### src/rtl/div_seq.sv
// div_seq: multi-cycle restoring divider, one quotient bit per clock.
// Optional signed mode is enabled by defining DIV_SEQ_SIGNED_EN.
module div_seq #(
    parameter int WIDTH = 16,
    parameter int CNT_W = 5
) (
    input  logic             clk,
    input  logic             rst,
    input  logic             Start,
    input  logic [WIDTH-1:0] A,
    input  logic [WIDTH-1:0] B,
`ifdef DIV_SEQ_SIGNED_EN
    input  logic             Signed,
`endif
    output logic             Busy,
    output logic             Done,
    output logic [WIDTH-1:0] Quotient,
    output logic [WIDTH-1:0] Remainder,
    output logic             DivZero
);

    typedef enum logic [1:0] {
        S_IDLE,
        S_RUN,
        S_FIN
    } state_e;

    localparam logic [CNT_W-1:0] LAST = CNT_W'(WIDTH - 1);
    localparam logic [WIDTH-1:0] ONE  = WIDTH'(1);

    state_e           state_q, state_d;
    logic [WIDTH-1:0] q_q, q_d;
    logic [WIDTH-1:0] r_q, r_d;
    logic [WIDTH-1:0] d_q, d_d;
    logic [CNT_W-1:0] cnt_q, cnt_d;
    logic [WIDTH-1:0] quot_q, quot_d;
    logic [WIDTH-1:0] rem_q, rem_d;
    logic             dz_q, dz_d;
    logic             qneg_q, qneg_d;
    logic             rneg_q, rneg_d;

    logic             sgn;
    logic             idle_or_fin;
    logic             accept;
    logic             b_zero;
    logic             last;
    logic [WIDTH-1:0] a_mag;
    logic [WIDTH-1:0] b_mag;
    logic [WIDTH-1:0] r_sh;
    logic [WIDTH-1:0] q_sh;
    logic [WIDTH:0]   t;
    logic [WIDTH-1:0] r_it;
    logic [WIDTH-1:0] q_it;
    logic [WIDTH-1:0] q_fix;
    logic [WIDTH-1:0] r_fix;

`ifdef DIV_SEQ_SIGNED_EN
    assign sgn = Signed;
`else
    assign sgn = 1'b0;
`endif

    assign idle_or_fin = (state_q == S_IDLE) || (state_q == S_FIN);
    assign accept      = Start && idle_or_fin;
    assign b_zero      = (B == '0);
    assign last        = (state_q == S_RUN) && (cnt_q == LAST);

    // Operand magnitudes taken on entry; identity in unsigned mode.
    always_comb begin
        a_mag = A;
        b_mag = B;
        if (sgn && A[WIDTH-1]) a_mag = ~A + ONE;
        if (sgn && B[WIDTH-1]) b_mag = ~B + ONE;
    end

    // One restoring iteration: shift, trial subtract, keep or restore.
    always_comb begin
        r_sh = {r_q[WIDTH-2:0], q_q[WIDTH-1]};
        q_sh = {q_q[WIDTH-2:0], 1'b0};
        t    = {1'b0, r_sh} - {1'b0, d_q};
        if (!t[WIDTH]) begin
            r_it = t[WIDTH-1:0];
            q_it = q_sh | ONE;
        end else begin
            r_it = r_sh;
            q_it = q_sh;
        end
    end

    // Sign correction applied on the edge that enters FIN.
    always_comb begin
        q_fix = qneg_q ? (~q_it + ONE) : q_it;
        r_fix = rneg_q ? (~r_it + ONE) : r_it;
    end

    // State register.
    always_ff @(posedge clk) begin
        if (rst) state_q <= S_IDLE;
        else     state_q <= state_d;
    end

    // Next-state logic.
    always_comb begin
        state_d = state_q;
        unique case (state_q)
            S_IDLE: begin
                if (Start) state_d = b_zero ? S_FIN : S_RUN;
            end
            S_RUN: begin
                if (cnt_q == LAST) state_d = S_FIN;
            end
            S_FIN: begin
                if (Start) state_d = b_zero ? S_FIN : S_RUN;
                else       state_d = S_IDLE;
            end
            default: state_d = S_IDLE;
        endcase
    end

    // Status outputs decoded from the state.
    always_comb begin
        Busy = 1'b0;
        Done = 1'b0;
        unique case (state_q)
            S_RUN:   Busy = 1'b1;
            S_FIN:   Done = 1'b1;
            default: ;
        endcase
    end

    // Datapath next-state: load on accept, iterate in RUN, publish on last.
    always_comb begin
        q_d    = q_q;
        r_d    = r_q;
        d_d    = d_q;
        cnt_d  = cnt_q;
        quot_d = quot_q;
        rem_d  = rem_q;
        dz_d   = dz_q;
        qneg_d = qneg_q;
        rneg_d = rneg_q;
        if (accept) begin
            q_d    = a_mag;
            r_d    = '0;
            d_d    = b_mag;
            cnt_d  = '0;
            qneg_d = sgn && (A[WIDTH-1] ^ B[WIDTH-1]);
            rneg_d = sgn && A[WIDTH-1];
            if (b_zero) begin
                quot_d = '1;
                rem_d  = A;
                dz_d   = 1'b1;
            end else begin
                quot_d = '0;
                rem_d  = '0;
                dz_d   = 1'b0;
            end
        end else if (state_q == S_RUN) begin
            q_d   = q_it;
            r_d   = r_it;
            cnt_d = cnt_q + CNT_W'(1);
            if (last) begin
                quot_d = q_fix;
                rem_d  = r_fix;
            end
        end
    end

    // Datapath registers.
    always_ff @(posedge clk) begin
        if (rst) begin
            q_q    <= '0;
            r_q    <= '0;
            d_q    <= '0;
            cnt_q  <= '0;
            quot_q <= '0;
            rem_q  <= '0;
            dz_q   <= 1'b0;
            qneg_q <= 1'b0;
            rneg_q <= 1'b0;
        end else begin
            q_q    <= q_d;
            r_q    <= r_d;
            d_q    <= d_d;
            cnt_q  <= cnt_d;
            quot_q <= quot_d;
            rem_q  <= rem_d;
            dz_q   <= dz_d;
            qneg_q <= qneg_d;
            rneg_q <= rneg_d;
        end
    end

    assign Quotient  = quot_q;
    assign Remainder = rem_q;
    assign DivZero   = dz_q;

endmodule

### config.mk
export PLATFORM = sky130hd
export DESIGN_NAME = div_seq
export DESIGN_NICKNAME = d
export VERILOG_FILES = /design/src/rtl/div_seq.sv
export SDC_FILE = /design/constraint.sdc
export NUM_CORES = 1
export LEC_CHECK = 0
export BUFFER_PORTS_ARGS = -buffer_cell sky130_fd_sc_hd__buf_2
export CAP_MARGIN = 20
export CORE_UTILIZATION = 30
export DETAILED_ROUTE_END_ITERATION = 10
export PLACE_DENSITY = 0.49
export SYNTH_ARGS = -nofsm -noshare
export SYNTH_HDL_FRONTEND = slang
export SYNTH_SLANG_ARGS = --single-unit
### constraint.sdc
create_clock -name clk -period 3.2 [get_ports clk]
set_input_delay 0.16 -clock clk [delete_from_list [all_inputs] [get_ports clk]]
set_output_delay 0.16 -clock clk [all_outputs]
set_load 0.01 [all_outputs]
==> reports/metrics.csv <==
metric,value,unit
outcome,"complete, but fails checks",
violations,DRC,
yosys_warnings,0,
cts_buffers,9,
cts.sinks,87,
mostFrequentLayoutCell,dfxtp_1,
tightest_slew,0.684,ns
drive_gt1_share,18.3,%
period_share,85.4,%
final_max_slew_viol_count,0,
crit_fanout,10,
seq_area_frac_synth,38.0,%
synth_area,0.00458,mm²
h-tree-depth,3,
dpl.hpwl,10200,µm
cts_root_buf,clkbuf_16,
drc,3,
rsz0062_at_grt,no,
most-common-layout-cells,"87 x dfxtp_1, 81 x a21oi_1, 69 x buf_2",
fmax,366,MHz
area_growth_syn_to_layout,17.8,%
clk_pin_slew,0.06,ns
cts_tree,yes,
cpPeakStageDelay,0.40,ns
crit_path_top_delay_cell,fa_1,
drtIter0Drc,306,
power.leakage,2.16,nW
num_antenna_cells,0,
placed_cells,797,
dpl_worst_slack,0.479,ns
row_count,44,
multi_input_area,0.00260,mm²
max_slew_margin,54.4,%
postCtsSetupBuffers,0,
synth_cells,566,
clock_path_buffers,2,
io_pins,70,
setup_viol,0,
worst-setup-path-type,flip-flop to flip-flop,
chipWidth,126,µm
cts-resized-gates,0,
die_h,126,µm
synth_cell_types,58,
portBuffers,69,
routabilityCongestion,0.802,
viasPerCell,5.30,
crit_arrival,2.98,ns
synth.net_count,620,
die_area,0.0158,mm²
grt_overflow,0,
cp_cell_sequence,"inv_1, ha_1, fa_1, nand2b_1, a21oi_1, o211a_4, or2_1, buf_4, mux2_4, a2111oi_4",
grt_max_degree,37,
reg2reg_slack,0.47,ns
drtAntennaViolNets,0,
power_density,565,mW/mm²
setup_ws,0.469,ns
instances_no_fill,812,
fin_hold_ws,0.0600,ns
fin_nets,678,
coreArea,0.0147,mm²
fin_crit,2.73,ns
grt_pass1_wl,22200,µm
final_hold_viol_count,0,
nFillCells,1554,
first_pass_iters,7,
grt_pass1_vias,4181,
avgSynthCellArea,8.09,µm²
holdBufCountCts,0,
start_util,31.2,%
max_cap_violations,0,
grtUsageTotal,18.1,%
tns,0,ns
ir_worst_vdd,341,µV
seqCellArea,0.00174,mm²
ys_ff_latch,87,
cp.required,3.45,ns
skew,0.00739,ns
routedWlPerCell,16.8,µm
synthFlopType,dfxtp_1,
hold_path.class,input port to flip-flop,
synth_edf_count,0,
vias,4305,
wl,13600,µm
end_kind,flip-flop,
critical_path.startpoint_type,flip-flop,
antenna_found_initial,0,
clock_latency,0.35,ns
async_flop_share,0,%
## cell usage after synthesis, types with 2 or more instances
cell / count / share of area, %
dfxtp_1: 87 / 38
a21oi_1: 81 / 8.9
nand2_1: 68 / 5.6
nor2_1: 51 / 4.2
o21ai_0: 27 / 3.0
clkbuf_1: 26 / 2.1
inv_1: 22 / 1.8
a211oi_1: 18 / 3.0
ha_1: 18 / 4.9
a22oi_1: 16 / 2.6
nor3_1: 16 / 1.7
a31oi_1: 11 / 1.5
a21o_1: 7 / 1.1
a2111oi_2: 6 / 2.0
buf_1: 6 / 0.49
nand2b_1: 6 / 0.82
nand3_1: 6 / 0.66
nor2b_1: 6 / 0.82
or3_1: 6 / 0.82
and3_1: 5 / 0.68
nor3b_1: 5 / 0.82
xor2_1: 5 / 0.96
a2111oi_1: 4 / 0.87
mux2i_1: 4 / 0.87
nor4_1: 4 / 0.55
o21ai_1: 4 / 0.44
xnor2_1: 4 / 0.76
a21boi_0: 3 / 0.49
and2_1: 3 / 0.41
buf_2: 3 / 0.33
o21a_1: 3 / 0.49
a2111oi_4: 2 / 1.2
a211o_1: 2 / 0.38
a21oi_2: 2 / 0.38
buf_6: 2 / 0.49
mux2_4: 2 / 0.66
nand4_1: 2 / 0.27
o221ai_1: 2 / 0.38
o31ai_1: 2 / 0.33
## kinds of logic after synthesis
kind of cell / after synthesis / synth area share [%]
AOI/OAI and AO/OA: 202 / 29.7
and+or+nand+nor: 184 / 18.4
DFF: 87 / 38.0
buffers and inverters: 59 / 5.24
adders and majority gates: 19 / 5.35
xor gates and xnor gates: 9 / 1.72
muxes: 6 / 1.53
## worst paths after layout
kind                            startpoint           end  depth (start not counted)
worst max-delay path               q_q[15]  Remainder[1]                         10
worst min-delay path                 B[15]       d_q[15]                          3
worst max register to register     q_q[15]  Remainder[1]                         10
worst min register to register     d_q[12]       d_q[12]                          2
## through the flow
step / utilization (%) / cell area [µm²] / power (mW)
CTS: 36.7 / 5400 / 3.08
detailed placement: 34.8 / 5120 / 2.04
global placement: 34.8 / 5110 / 2.03
global route: 36.7 / 5400 / 3.22
floorplan: - / 4580 / 1.80
finish: 36.7 / 5400 / 3.05
## critical path, delay by kind of cell, from the launching register on
kind                       cells  cell delay [ns]
AOI/OAI and AO/OA              3             0.76
adders and majority gates      2             0.62
DFF                            1             0.34
muxes                          1             0.34
and+or+nand+nor                2             0.32
buffers and inverters          2             0.26
## power by group
part / internal [mW] / switching, mW / total, mW
logic: 0.308 / 0.505 / 0.813
registers: 1.15 / 0.0494 / 1.20
clock network: 0.599 / 0.432 / 1.03
## layer usage
| layer | routed length, µm | GRT usage, % | up-vias |
|---|---|---|---|
| li1 | - | - | 2159 |
| met1 | 6740 | 25.2 | 2016 |
| met2 | 6030 | 27.6 | 114 |
| met3 | 673 | 4.79 | 16 |
| met4 | 197 | 4.59 | 0 |
| met5 | 0 | 0 | - |
## layout make-up
cell class                 instances  share of cell area (%)
tap                              184                    4.27
clock buffer                      11                    4.31
inverter                          22                    1.53
sequential                        87                    32.3
multi-input combinational        420                    48.2
clock inverter                     4                   0.881
timing repair buffer              84                    8.49
## state kept, by name, indices dropped and copies added (netlist names)
register	count
r_q	15
DivZero	1
state_q	2
Remainder	16
d_q	16
cnt_q	5
q_q	16
Quotient	16
No activity file was read; power rests on OpenSTA's default activity.
